$ cat src/rtl/tlb_cam_if.sv
// tlb_cam_if - request/response bundle for the tlb_cam content-addressable TLB.
//
// Signals:
//   wren/wrauto/wraddress/wrpattern : entry write (explicit or victim-selected)
//   inval/flush                     : single-entry and whole-array invalidate
//   srch/pattern                    : search request and key
//   mvalid/mfound/maddress/mmulti   : registered search result
//   victim                          : entry the next automatic write will use
// Modports: master drives requests, slave is the CAM itself.
interface tlb_cam_if #(
    parameter int WIDTH = 20,
    parameter int AW    = 3
);
    logic             wren;
    logic             wrauto;
    logic [AW-1:0]    wraddress;
    logic [WIDTH-1:0] wrpattern;
    logic             inval;
    logic             flush;
    logic             srch;
    logic [WIDTH-1:0] pattern;
    logic             mvalid;
    logic             mfound;
    logic [AW-1:0]    maddress;
    logic             mmulti;
    logic [AW-1:0]    victim;

    modport master (
        output wren, wrauto, wraddress, wrpattern, inval, flush, srch, pattern,
        input  mvalid, mfound, maddress, mmulti, victim
    );

    modport slave (
        input  wren, wrauto, wraddress, wrpattern, inval, flush, srch, pattern,
        output mvalid, mfound, maddress, mmulti, victim
    );
endinterface

$ cat src/rtl/tlb_cam.sv
// tlb_cam - DEPTH-entry fully associative tag store with one-cycle search.
//
// Ports:
//   clk   : sole clock, rising edge
//   clrn  : asynchronous active-low reset (valid bits, round-robin pointer, results)
//   bus   : tlb_cam_if.slave - write/invalidate/flush/search requests, registered
//           search result and the combinational victim index
//
// A search compares against the array as it stood before the edge, so a
// write/invalidate/flush in the same cycle is only seen by later searches.
module tlb_cam #(
    parameter int WIDTH = 20,
    parameter int DEPTH = 8,
    parameter int AW    = 3
) (
    input  logic      clk,
    input  logic      clrn,
    tlb_cam_if.slave  bus
);

    logic [WIDTH-1:0] tag_r [DEPTH];
    logic [DEPTH-1:0] valid_r;
    logic [AW-1:0]    rrptr_r;

    logic             mvalid_r;
    logic             mfound_r;
    logic [AW-1:0]    maddress_r;
    logic             mmulti_r;

    logic [DEPTH-1:0] match_s;
    logic [AW-1:0]    enc_s;
    logic [AW-1:0]    free_s;
    logic [AW-1:0]    victim_s;
    logic [AW-1:0]    wr_idx_s;
    logic             found_s;
    logic             multi_s;
    logic             all_valid_s;
    logic             addr_ok_s;
    logic             wr_ok_s;
    logic             inv_ok_s;

    // Per-entry compare: an invalid entry never matches, whatever its stale tag holds.
    always_comb begin
        match_s = '0;
        for (int i = 0; i < DEPTH; i++) begin
            match_s[i] = valid_r[i] && (tag_r[i] == bus.pattern);
        end
    end

    // Lowest-index matching entry (scan downward so the lowest hit is the last assignment).
    always_comb begin
        enc_s = '0;
        for (int i = DEPTH - 1; i >= 0; i--) begin
            enc_s = match_s[i] ? AW'(i) : enc_s;
        end
    end

    // Lowest-index free entry, falling back to the round-robin pointer when the array is full.
    always_comb begin
        free_s = '0;
        for (int i = DEPTH - 1; i >= 0; i--) begin
            free_s = (!valid_r[i]) ? AW'(i) : free_s;
        end
        victim_s = all_valid_s ? rrptr_r : free_s;
    end

    assign found_s     = |match_s;
    // Clearing the lowest set bit leaves something only if two or more entries hit.
    assign multi_s     = |(match_s & (match_s - DEPTH'(1)));
    assign all_valid_s = &valid_r;

    // Explicit addresses beyond the last entry are dropped rather than aliased.
    assign addr_ok_s = ({1'b0, bus.wraddress} < (AW + 1)'(DEPTH));
    assign wr_idx_s  = bus.wrauto ? victim_s : bus.wraddress;
    assign wr_ok_s   = bus.wren  && !bus.flush && (bus.wrauto || addr_ok_s);
    assign inv_ok_s  = bus.inval && !bus.flush && addr_ok_s;

    // Valid bits: flush dominates; on a shared entry the write beats the invalidate.
    always_ff @(posedge clk or negedge clrn) begin
        if (!clrn) begin
            valid_r <= '0;
        end else if (bus.flush) begin
            valid_r <= '0;
        end else begin
            for (int i = 0; i < DEPTH; i++) begin
                if (wr_ok_s && (wr_idx_s == AW'(i))) begin
                    valid_r[i] <= 1'b1;
                end else if (inv_ok_s && (bus.wraddress == AW'(i))) begin
                    valid_r[i] <= 1'b0;
                end else begin
                    valid_r[i] <= valid_r[i];
                end
            end
        end
    end

    // Round-robin pointer only moves when an automatic write has to evict a live entry.
    always_ff @(posedge clk or negedge clrn) begin
        if (!clrn) begin
            rrptr_r <= '0;
        end else if (wr_ok_s && bus.wrauto && all_valid_s) begin
            rrptr_r <= (rrptr_r == AW'(DEPTH - 1)) ? '0 : rrptr_r + AW'(1);
        end else begin
            rrptr_r <= rrptr_r;
        end
    end

    // Tag storage carries no reset; its content is meaningless until the entry is valid.
    always_ff @(posedge clk) begin
        for (int i = 0; i < DEPTH; i++) begin
            if (wr_ok_s && (wr_idx_s == AW'(i))) begin
                tag_r[i] <= bus.wrpattern;
            end
        end
    end

    // Search result register: pulse mvalid, hold the result fields between searches.
    always_ff @(posedge clk or negedge clrn) begin
        if (!clrn) begin
            mvalid_r   <= 1'b0;
            mfound_r   <= 1'b0;
            maddress_r <= '0;
            mmulti_r   <= 1'b0;
        end else begin
            mvalid_r <= bus.srch;
            if (bus.srch) begin
                mfound_r   <= found_s;
                maddress_r <= enc_s;
                mmulti_r   <= multi_s;
            end
        end
    end

    assign bus.mvalid   = mvalid_r;
    assign bus.mfound   = mfound_r;
    assign bus.maddress = maddress_r;
    assign bus.mmulti   = mmulti_r;
    assign bus.victim   = victim_s;

endmodule
$ cat src/flat_wrapper.sv
// flat-port wrapper written by rule: the top's interface ports become plain ports
module tlb_cam_flat 
#(
    parameter int WIDTH = 20,
    parameter int DEPTH = 8,
    parameter int AW    = 3
)
  (clk, clrn, bus_wren, bus_wrauto, bus_wraddress, bus_wrpattern, bus_inval, bus_flush, bus_srch, bus_pattern, bus_mvalid, bus_mfound, bus_maddress, bus_mmulti, bus_victim);
  tlb_cam_if #(.WIDTH(WIDTH), .AW(AW)) bus_i ();
  input  logic clk;
  input  logic clrn;
  input wire logic [$bits(bus_i.wren)-1:0] bus_wren;
  input wire logic [$bits(bus_i.wrauto)-1:0] bus_wrauto;
  input wire logic [$bits(bus_i.wraddress)-1:0] bus_wraddress;
  input wire logic [$bits(bus_i.wrpattern)-1:0] bus_wrpattern;
  input wire logic [$bits(bus_i.inval)-1:0] bus_inval;
  input wire logic [$bits(bus_i.flush)-1:0] bus_flush;
  input wire logic [$bits(bus_i.srch)-1:0] bus_srch;
  input wire logic [$bits(bus_i.pattern)-1:0] bus_pattern;
  output wire logic [$bits(bus_i.mvalid)-1:0] bus_mvalid;
  output wire logic [$bits(bus_i.mfound)-1:0] bus_mfound;
  output wire logic [$bits(bus_i.maddress)-1:0] bus_maddress;
  output wire logic [$bits(bus_i.mmulti)-1:0] bus_mmulti;
  output wire logic [$bits(bus_i.victim)-1:0] bus_victim;
  assign bus_i.wren = bus_wren;
  assign bus_i.wrauto = bus_wrauto;
  assign bus_i.wraddress = bus_wraddress;
  assign bus_i.wrpattern = bus_wrpattern;
  assign bus_i.inval = bus_inval;
  assign bus_i.flush = bus_flush;
  assign bus_i.srch = bus_srch;
  assign bus_i.pattern = bus_pattern;
  assign bus_mvalid = bus_i.mvalid;
  assign bus_mfound = bus_i.mfound;
  assign bus_maddress = bus_i.maddress;
  assign bus_mmulti = bus_i.mmulti;
  assign bus_victim = bus_i.victim;
  tlb_cam #(.WIDTH(WIDTH), .DEPTH(DEPTH), .AW(AW)) u_core (.clk(clk), .clrn(clrn), .bus(bus_i));
endmodule
$ cat config.mk
export PLATFORM = sky130hd
export DESIGN_NAME = tlb_cam_flat
export DESIGN_NICKNAME = d
export VERILOG_FILES = /design/src/rtl/tlb_cam_if.sv /design/src/rtl/tlb_cam.sv /design/src/flat_wrapper.sv
export SDC_FILE = /design/constraint.sdc
export NUM_CORES = 1
export LEC_CHECK = 0
export ABC_AREA = 0
export BUFFER_PORTS_ARGS = -buffer_cell sky130_fd_sc_hd__buf_2
export CAP_MARGIN = 20
export CORE_MARGIN = 3
export CORE_UTILIZATION = 40
export CTS_CLUSTER_DIAMETER = 40
export DETAILED_ROUTE_END_ITERATION = 8
export HOLD_SLACK_MARGIN = 0.03
export PLACE_DENSITY = 0.59
export SYNTH_ARGS = -nofsm -noshare
export SYNTH_HDL_FRONTEND = slang
export SYNTH_SLANG_ARGS = --single-unit
$ cat constraint.sdc
create_clock -name clk -period 3 [get_ports clk]
set_clock_uncertainty 0.2 [all_clocks]
set_input_delay 0 -clock clk [delete_from_list [all_inputs] [get_ports clk]]
set_output_delay 0 -clock clk [all_outputs]
set_load 0.01 [all_outputs]
== After elaboration in Yosys (flattened, before gate mapping) ==
Memories as Yosys holds them, arrays and structs flattened.
Index checks and enable logic that the tools add are counted.

* Register bits after elaboration: 17
* Word-level logic and storage cells: 162
* Memory bits (writable): 160
* Memories: 1
* Output and inout bits: 9

{| class="wikitable"
|+ Memory list
! memory !! depth !! bits a word !! rd ports !! clocked after memory_dff !! wr ports !! RTL line !! source
|-
| u_core.tag_r || 8 || 20 || 8 || 0 || 1 || tlb_cam.sv:21 || <nowiki>logic [WIDTH-1:0] tag_r [DEPTH];</nowiki>
|}

* Multiplexer cells: 73
* Reductions and logical operators: 49
* Equal/unequal tests: 23
* Bitwise logic cells: 1
* Add/sub/neg operators: 2

{| class="wikitable"
|+ Operators with widths
! operator !! number
|-
| 20-bit == test || 8
|-
| 20-bit two-way mux || 7
|-
| 20-bit OR reduction || 7
|-
| 3-bit two-way mux || 26
|-
| 1-bit two-way mux || 39
|-
| 1-bit logical AND || 28
|-
| 3-bit == test, second input constant || 9
|-
| 3-bit nonzero test || 8
|-
| 8-bit OR reduction || 2
|-
| 3-bit by 2-bit == test with 1-bit output, second input constant || 4
|-
| 8-bit bitwise AND || 1
|-
| 8-bit two-way mux || 1
|-
| 8-bit AND reduction || 1
|-
| 8-bit by 1-bit subtractor with 8-bit output, second input constant || 1
|-
| 3-bit by 1-bit == test with 1-bit output, second input constant || 2
|-
| 3-bit zero test || 2
|-
| 3-bit by 1-bit adder with 3-bit output, second input constant || 1
|-
| 1-bit zero test || 1
|}

== Depth between registers and ports, before layout ==
Gate-level depths: netlist of run 1.

* Depth after elaboration: 22
* Depth in mapped cells: 8
* Gate-level depth less buffers: 7

== Worst setup path before layout of run 1 ==
No wires, ideal clock.

* Path kind: reg-to-reg
* From: register u_core.valid_r[6]
* To: memory u_core.tag_r[0][0] (enable)
* Arrival: 2.690 ns
* Stages on the path, launching flop included: 7
* Path slack: -0.314 ns
* Library setup time: 0.425 ns
* Buffers on the path: 0
* Path through: dfrtp_1 -> nor2b_1 -> o21ai_0 -> a21boi_0 -> o21ai_0 -> a31oi_1 -> nor3_1

* Cells in the longest elaborated chain, start to end: 21

{| class="wikitable"
|+ RTL lines
! element !! RTL line !! source
|-
| start: declaration || tlb_cam.sv:22 || <nowiki>logic [DEPTH-1:0] valid_r;</nowiki>
|-
| start signal: indexed assignment || tlb_cam.sv:91 || <nowiki>valid_r[i] <= valid_r[i];</nowiki>
|-
| 3-bit two-way mux (7 in a row) || tlb_cam.sv:62 || <nowiki>free_s = (!valid_r[i]) ? AW'(i) : free_s;</nowiki>
|-
| 3-bit two-way mux (*) || tlb_cam.sv:64 || <nowiki>victim_s = all_valid_s ? rrptr_r : free_s;</nowiki>
|-
| 3-bit two-way mux (*) || tlb_cam.sv:74 || <nowiki>assign wr_idx_s = bus.wrauto ? victim_s : bus.wraddress;</nowiki>
|-
| 3-bit by 1-bit == test with 1-bit output || tlb_cam.sv:111 || <nowiki>if (wr_ok_s && (wr_idx_s == AW'(i))) begin</nowiki>
|-
| 1-bit logical AND || tlb_cam.sv:111 ||
|-
| 1-bit two-way mux || tlb_cam.sv:111 ||
|-
| 1-bit two-way mux (implied by the code) || tlb_cam.sv:112 || <nowiki>tag_r[i] <= bus.wrpattern;</nowiki>
|-
| 20-bit OR reduction (no line) || -- ||
|-
| 3-bit two-way mux (no line) / 1-bit two-way mux (equally long branches) (7 in a row) || -- ||
|-
| end: declaration || tlb_cam.sv:21 ||
|}

Every way passes the cells marked *; elsewhere a longest branch is shown, timed or not.

== Final worst setup path of run 1 ==
* From: register u_core.valid_r[6]
* To: register u_core.valid_r[5]

* Cells in the longest elaborated chain, start to end: 13

{| class="wikitable"
|+ RTL lines
! element !! RTL line !! source
|-
| 3-bit two-way mux (7 in a row) || tlb_cam.sv:62 ||
|-
| 3-bit two-way mux (*) || tlb_cam.sv:64 ||
|-
| 3-bit two-way mux (*) || tlb_cam.sv:74 ||
|-
| 3-bit == test (*) || tlb_cam.sv:86 || <nowiki>if (wr_ok_s && (wr_idx_s == AW'(i))) begin</nowiki>
|-
| 1-bit logical AND (*) || tlb_cam.sv:86 ||
|-
| 1-bit two-way mux || tlb_cam.sv:86 ||
|-
| 8-bit two-way mux || tlb_cam.sv:82 || <nowiki>end else if (bus.flush) begin</nowiki>
|}

Marks and branches as above.
A chain may end at the register's enable or synchronous reset.

==> flow_metrics.env, run 1 <==
export IMPL_path_clk_slew_ns=0.07
export IMPL_cp_data_required_time_ns=3.17
export IMPL_power_density_nw_per_um2=563
export IMPL_rsz0062_at_grt="no"
export IMPL_place_area_sq_um=8820
export IMPL_outcome="completed"
export IMPL_path_class="reg -> reg"
export IMPL_slew_headroom_pct=44.1
export IMPL_synth_cells=590
export IMPL_yosys_top_cells_count="160 x edfxtp_1, 120 x xnor2_1, 48 x nand4_1"
export IMPL_ys_types=52
export IMPL_overflow=0
export IMPL_holdCritPathClass="in -> reg"
export IMPL_cts_buffers=17
export IMPL_final_nets=743
export IMPL_crit_fanout=6
export IMPL_vias=5602
export IMPL_die_area_sq_um=22200
export IMPL_async_flop_share_pct=9.60
export IMPL_antenna_found_initial=0
export IMPL_drive_above_1_share_pct=18.0
export IMPL_ys_flop_type="edfxtp_1"
export IMPL_cts_buffer_depth=2
export IMPL_core_area_sq_um=19800
export IMPL_n_fill_cell=1749
export IMPL_min_period_over_period_pct=86.4
export IMPL_insertion_delay_ns=0.44
export IMPL_area_delta_synth_final_pct=19.5
export IMPL_cts_root_buf="clkbuf_16"
export IMPL_design_area_sq_um=9790
export IMPL_synth_area_leaders="edfxtp_1 59%, xnor2_1 13%, dfrtp_1 5.2%, xor2_1 4.3%, nand4_1 3.7%"
export IMPL_report_final_slew_viol_count=0
export IMPL_peakVddDrop_mv=0.381
export IMPL_synth_mux_area_share_pct=0.779
export IMPL_synth_edf_count=160
export IMPL_whs_ns=0.0583
export IMPL_cts_tree="done"
export IMPL_gp_congestion=0.947
export IMPL_clock_fmax_mhz=386
export IMPL_setup_violations_final=0
export IMPL_vias_per_cell=5.78
export IMPL_max_cap_violations=0
export IMPL_post_cts_repair_setup_buffers=0
export IMPL_synth_compound_area_share_pct=3.00
export IMPL_drtPass1Iterations=5
export IMPL_drc=0
export IMPL_synth_top_area_share_pct=58.7
export IMPL_dieWidth_um=149
export IMPL_leakage_nw=3.23
export IMPL_grt_use_total_pct=23.3
export IMPL_synth_seq_area_share_pct=63.9
export IMPL_synth_xor_area_share_pct=17.1
export IMPL_synth_simple_gate_area_share_pct=12.7
export IMPL_hold_viol=0
export IMPL_initial_core_util_pct=41.4
export IMPL_die_y_um=149
export IMPL_period_needed_ns=2.59
export IMPL_grt_pass1_vias=5612
export IMPL_cts_htree_levels=4
export IMPL_endpoint_kind="flop"
export IMPL_timing_worst_slew_pin_value_ns=0.836
export IMPL_synth_top_family_by_area="XOR/XNOR gates"
export IMPL_drtIter0Drc=756
export IMPL_boundaryPins=59
export IMPL_fp_row_count=51
export IMPL_wire_per_inst_um=26.0
export IMPL_hpwl_mm=16.8
export IMPL_synth_seq_cells=177
export IMPL_synth_fp_nets=642
export IMPL_yosysTopAreaCell="edfxtp_1"
export IMPL_synthAdderAreaFrac_pct=0.428
export IMPL_power_mw=5.51
export IMPL_grt_start_max_net_pins=22
export IMPL_ys_warn_count=0
export IMPL_cts_num_sinks=177
export IMPL_tns_ns=0
export IMPL_syn_cell_area_sq_um=8190
export IMPL_cp_arrival_ns=2.76
export IMPL_io_buffers=58
export IMPL_grt_pass1_wl_mm=36.5
export IMPL_startpoint_type="flop"
export IMPL_synth_area_per_cell_sq_um=13.9
export IMPL_ant_nets=0
export IMPL_synth_most_common_cell="edfxtp_1"
export IMPL_routed_wl_mm=25.2
==> flip-flops by register name, indices dropped and copies added (netlist names) <==
register	flops
u_core.tag_r	160
u_core.valid_r	8
u_core.bus.maddress	3
u_core.rrptr_r	3
u_core.bus.mfound	1
u_core.bus.mmulti	1
u_core.bus.mvalid	1
==> area by class of cell <==
| cell class | count | area [sq um] | share of cell area (%) |
|---|---|---|---|
| sequential | 177 | 5230 | 53.4 |
| multi-input combinational | 380 | 2830 | 28.9 |
| timing repair buffer | 106 | 766 | 7.82 |
| clock buffer | 17 | 425 | 4.35 |
| tap | 265 | 332 | 3.39 |
| clock inverter | 15 | 173 | 1.76 |
| inverter | 9 | 33.8 | 0.345 |
| antenna | 1 | 2.50 | 0.0256 |
==> critical path: stages, from the launching register on <==
cell	delay (ns)
dfrtp_1	0.45
nor2b_1	0.17
o21ai_0	0.08
a21boi_0	0.17
o21ai_0	0.15
a31oi_2	0.34
nand2_1	0.21
o32ai_1	0.17
dlygate4sd3_1	0.59
==> kinds of logic after synthesis <==
| family | Yosys count |
|---|---|
| XOR/XNOR | 160 |
| buffers and inverters | 33 |
| AND/OR/NAND/NOR | 178 |
| flip-flops | 177 |
| multiplexers | 6 |
| adder cells (fa/ha/maj) | 3 |
| AO/OA/AOI/OAI | 33 |
==> path summary, 6_finish.rpt <==
kind	start	end	slack, ns	cells after the start
worst min register to register	u_core.bus.maddress[1]	u_core.bus.maddress[1]	0.31	1
min in group asynchronous	clrn	u_core.bus.mvalid	0.53	3
worst min-delay path	bus_wren	u_core.valid_r[1]	0.06	4
max in group asynchronous	clrn	u_core.rrptr_r[2]	1.54	3
worst max-delay path	u_core.valid_r[6]	u_core.valid_r[5]	0.41	8
worst max register to register	u_core.valid_r[6]	u_core.valid_r[5]	0.41	8
==> layer usage <==
layer	GRT usage [%]	vias up	part of all wire [%]
met5	0	-	0
met4	7.64	0	2.5
met3	4.28	37	7.3
met2	36.5	292	46
met1	32.9	2865	44
li1	-	2408	-
==> through the flow <==
| stage | worst slack, ns | util (%) | instances |
|---|---|---|---|
| floorplan | -0.314 | - | 590 |
| global placement | 0.437 | 44.6 | 901 |
| detailed placement | 0.427 | 44.6 | 901 |
| CTS | 0.353 | 49.4 | 969 |
| global route | 0.114 | 49.5 | 969 |
| finish | 0.409 | 49.5 | 970 |
==> cells in the final DEF, fill, tap and decap left out, types with 10 or more instances in the layout <==
master / instances
buf_2: 58
nand3_1: 22
buf_4: 10
dlygate4sd3_1: 36
nand4_1: 48
nor2_1: 13
xnor2_1: 120
dfrtp_1: 17
nand2_1: 24
nor4_1: 20
xor2_1: 40
clkbuf_16: 17
edfxtp_1: 160
==> power by group <==
part | switching, mW | internal [mW]
combinational | 0.322 | 0.170
clock | 1.02 | 1.26
sequential | 0.0202 | 2.73
==> what timing repair did <==
| action | 4_1_cts | 5_1_grt |
|---|---|---|
| setup endpoints to repair | 0 | 1 |
| resized for setup | 0 | 1 |
| endpoints found under the hold margin | 194 | 0 |
| hold buffers | 36 | 0 |
Note: power is estimated with default switching activity, not from simulation.
==> run 2: changes to the inputs <==
--- a/config.mk
+++ b/config.mk
@@ -10,2 +10,3 @@
 export CAP_MARGIN = 20
+export CORE_ASPECT_RATIO = 0.9
 export CORE_MARGIN = 3
==> constraint.sdc (replaced) <==
create_clock -name clk -period 3 [get_ports clk]
set_clock_uncertainty 0.2 [all_clocks]
set_input_delay 0.45 -clock clk [delete_from_list [all_inputs] [get_ports clk]]
set_output_delay 0.45 -clock clk [all_outputs]
set_load 0.01 [all_outputs]
==> run 2 against run 1 <==
Against the previous run:
- flip-flop and latch count did not move
- hold slack got worse by 0.0095 ns
- register-to-register slack got worse by 0.23 ns
- global-route usage is essentially flat
- sequential power hardly changed
- combinational power down 4.5%
- core utilization shrank 1.3 points
- first-iteration DRC count is 24% lower
- largest cell class unchanged
- largest power group unchanged
- highest routed layer unchanged
==> flow_metrics.env, run 2 (synthesized netlist as in run 1, its figures left out) <==
export IMPL_report_final_slew_viol_count=0
export IMPL_routed_wl_mm=25.2
export IMPL_reg_largest_list="u_core.tag_r x160, u_core.valid_r x8"
export IMPL_antenna_cells=0
export IMPL_initial_core_util_pct=40.8
export IMPL_power_mw=5.45
export IMPL_cts_resized=0
export IMPL_whs_endpoint="u_core.bus.mvalid"
export IMPL_reg2reg_to="u_core.bus.mmulti"
export IMPL_cp_arrival_ns=2.97
export IMPL_slew_headroom_pct=45.0
export IMPL_die_y_um=142
export IMPL_path_clk_slew_ns=0.07
export IMPL_antenna_found_initial=1
export IMPL_cts_htree_levels=4
export IMPL_die_area_sq_um=22200
export IMPL_regMostFlops="u_core.tag_r"
export IMPL_leakage_nw=3.24
export IMPL_r2r_slack_ns=0.18
export IMPL_p_switching_mw=1.32
export IMPL_clock_fmax_mhz=355
export IMPL_timing_worst_slew_pin_value_ns=0.818
export IMPL_combPwrFrac_pct=8.7
export IMPL_cts_tree="done"
export IMPL_final_nets=742
export IMPL_peakVddDrop_mv=0.335
export IMPL_vias=5358
export IMPL_critPathSlowestCell="xnor2_1"
export IMPL_critPathTopFamily="XOR/XNOR gates"
export IMPL_grt_pass1_wl_mm=36.0
export IMPL_path_class="reg -> reg"
export IMPL_hold_depth=1
export IMPL_io_buffers=58
export IMPL_period_needed_ns=2.82
export IMPL_fp_row_count=49
export IMPL_final_common_cell="edfxtp_1"
export IMPL_outcome="completed"
export IMPL_wire_per_inst_um=26.3
export IMPL_drc=0
export IMPL_pwr_share_seq_pct=50.5
export IMPL_post_cts_repair_setup_buffers=0
export IMPL_design_area_sq_um=9660
export IMPL_cp_data_required_time_ns=3.15
export IMPL_area_delta_synth_final_pct=17.9
export IMPL_stdcell_count=958
export IMPL_min_period_over_period_pct=93.9
export IMPL_holdCritPathClass="in -> reg"
export IMPL_boundaryPins=59
export IMPL_crit_fanout=4
export IMPL_insertion_delay_ns=0.44
export IMPL_cts_buffer_depth=2
export IMPL_placedCellCount=925
export IMPL_grt_start_max_net_pins=22
export IMPL_p_clk_share_pct=40.9
export IMPL_cts_root_buf="clkbuf_16"
export IMPL_drtPass1Iterations=5
export IMPL_reg2reg_depth=9
export IMPL_cpMostUsedCell="buf_4"
export IMPL_core_area_sq_um=20000
export IMPL_hpwl_mm=19.7
export IMPL_cts_buffers=17
export IMPL_hold_viol=0
export IMPL_dieWidth_um=157
export IMPL_grt_use_total_pct=23.3
export IMPL_endpoint_kind="flop"
export IMPL_critPathBufInv=2
export IMPL_cts_num_sinks=177
export IMPL_final_cell_mix="160 x edfxtp_1, 120 x xnor2_1, 58 x buf_2"
export IMPL_setup_violations_final=0
export IMPL_ant_nets=0
export IMPL_drive_above_1_share_pct=22.5
export IMPL_whs_ns=0.0488
export IMPL_rsz0062_at_grt="no"
export IMPL_critical_path_cell_chain="xnor2_1 > nand3_1 > nor4_1 > buf_4 > nand4b_1 > buf_4 > o211ai_1 > a21boi_0 > o221ai_1"
export IMPL_overflow=0
export IMPL_power_density_nw_per_um2=564
export IMPL_max_stage_delay_ns=0.66
export IMPL_largest_reg_flops=160
export IMPL_vias_per_cell=5.59
export IMPL_gp_congestion=1.00
export IMPL_grt_pass1_vias=5270
export IMPL_r2r_start="u_core.tag_r[0][9]"
export IMPL_place_area_sq_um=9060
export IMPL_max_cap_violations=0
export IMPL_startpoint_type="flop"
export IMPL_p_sw_share_pct=24.2
export IMPL_internal_power_mw=4.13
export IMPL_drtIter0Drc=576
export IMPL_hold_start="bus_srch"
run 2: changes by cell type in the layout (fill, tap and decap cells not counted), sizes merged:
cell	before	now
buf	70	104
inv	18	14
clkinv	3	5
clkbuf	17	18
clkinvlp	1	2
dlygate4sd3	36	1
diode	1	0
run 2: worst max-delay path by stage:
stage	startpoint	endpoint	slack [ns]	cells past startpoint
finish	u_core.tag_r[0][9]	u_core.bus.mmulti	0.18	9
global route	u_core.valid_r[6]	u_core.tag_r[1][5]	0.18	8
CTS	u_core.tag_r[0][9]	u_core.bus.mmulti	0.28	9
detailed placement	bus_pattern[9]	u_core.bus.mmulti	0.08	10
global placement	bus_pattern[9]	u_core.bus.mmulti	0.15	10
floorplan	u_core.valid_r[6]	u_core.tag_r[0][0]	-0.31	6
run 2: area by class of cell:
type                            instances  area [sq um]
Timing Repair Buffer                  105           671
Inverter                                9          33.8
Fill cell                            1821         10400
Tap cell                              255           319
Clock inverter                         14           154
Sequential cell                       177          5230
Multi-Input combinational cell        380          2820
Clock buffer                           18           429
run 2: layer usage:
| metal | part of all wire (%) | up-vias | global-route usage (%) |
|---|---|---|---|
| met2 | 47 | 246 | 36.0 |
| met1 | 43 | 2687 | 33.5 |
| met3 | 8.3 | 23 | 5.06 |
| li1 | - | 2402 | - |
| met4 | 1.7 | 0 | 6.40 |
| met5 | 0 | - | 0 |
run 2: worst register-to-register path: stages (launching register included):
cell      delay (ns)
edfxtp_1        0.38
xnor2_1         0.66
nand3_1         0.18
nor4_1          0.31
buf_4           0.22
nand4b_1        0.13
buf_4           0.18
o211ai_1        0.16
a21boi_0        0.13
o221ai_1        0.18
run 2: what timing repair did:
item,in CTS,in global routing
setup endpoints to repair,0,0
endpoints found under the hold margin,17,0
hold buffers,1,0
run 2: through the flow:
stage               setup slack, ns  setup TNS (ns)  utilization (%)
global route                  0.177               0             48.2
floorplan                    -0.314          -23.25                -
CTS                           0.281               0             48.2
detailed placement           0.0790               0             45.2
global placement              0.147               0             45.2
finish                        0.183               0             48.2
run 2: power by group through the flow:
stage          combinational, mW  clock, mW  sequential [mW]
2_1_floorplan              0.249          0             2.80
6_report                   0.471       2.23             2.75
3_5_place_dp               0.468          0             2.80
5_1_grt                    0.503       2.36             2.75
4_1_cts                    0.472       2.26             2.75
3_3_place_gp               0.466          0             2.80
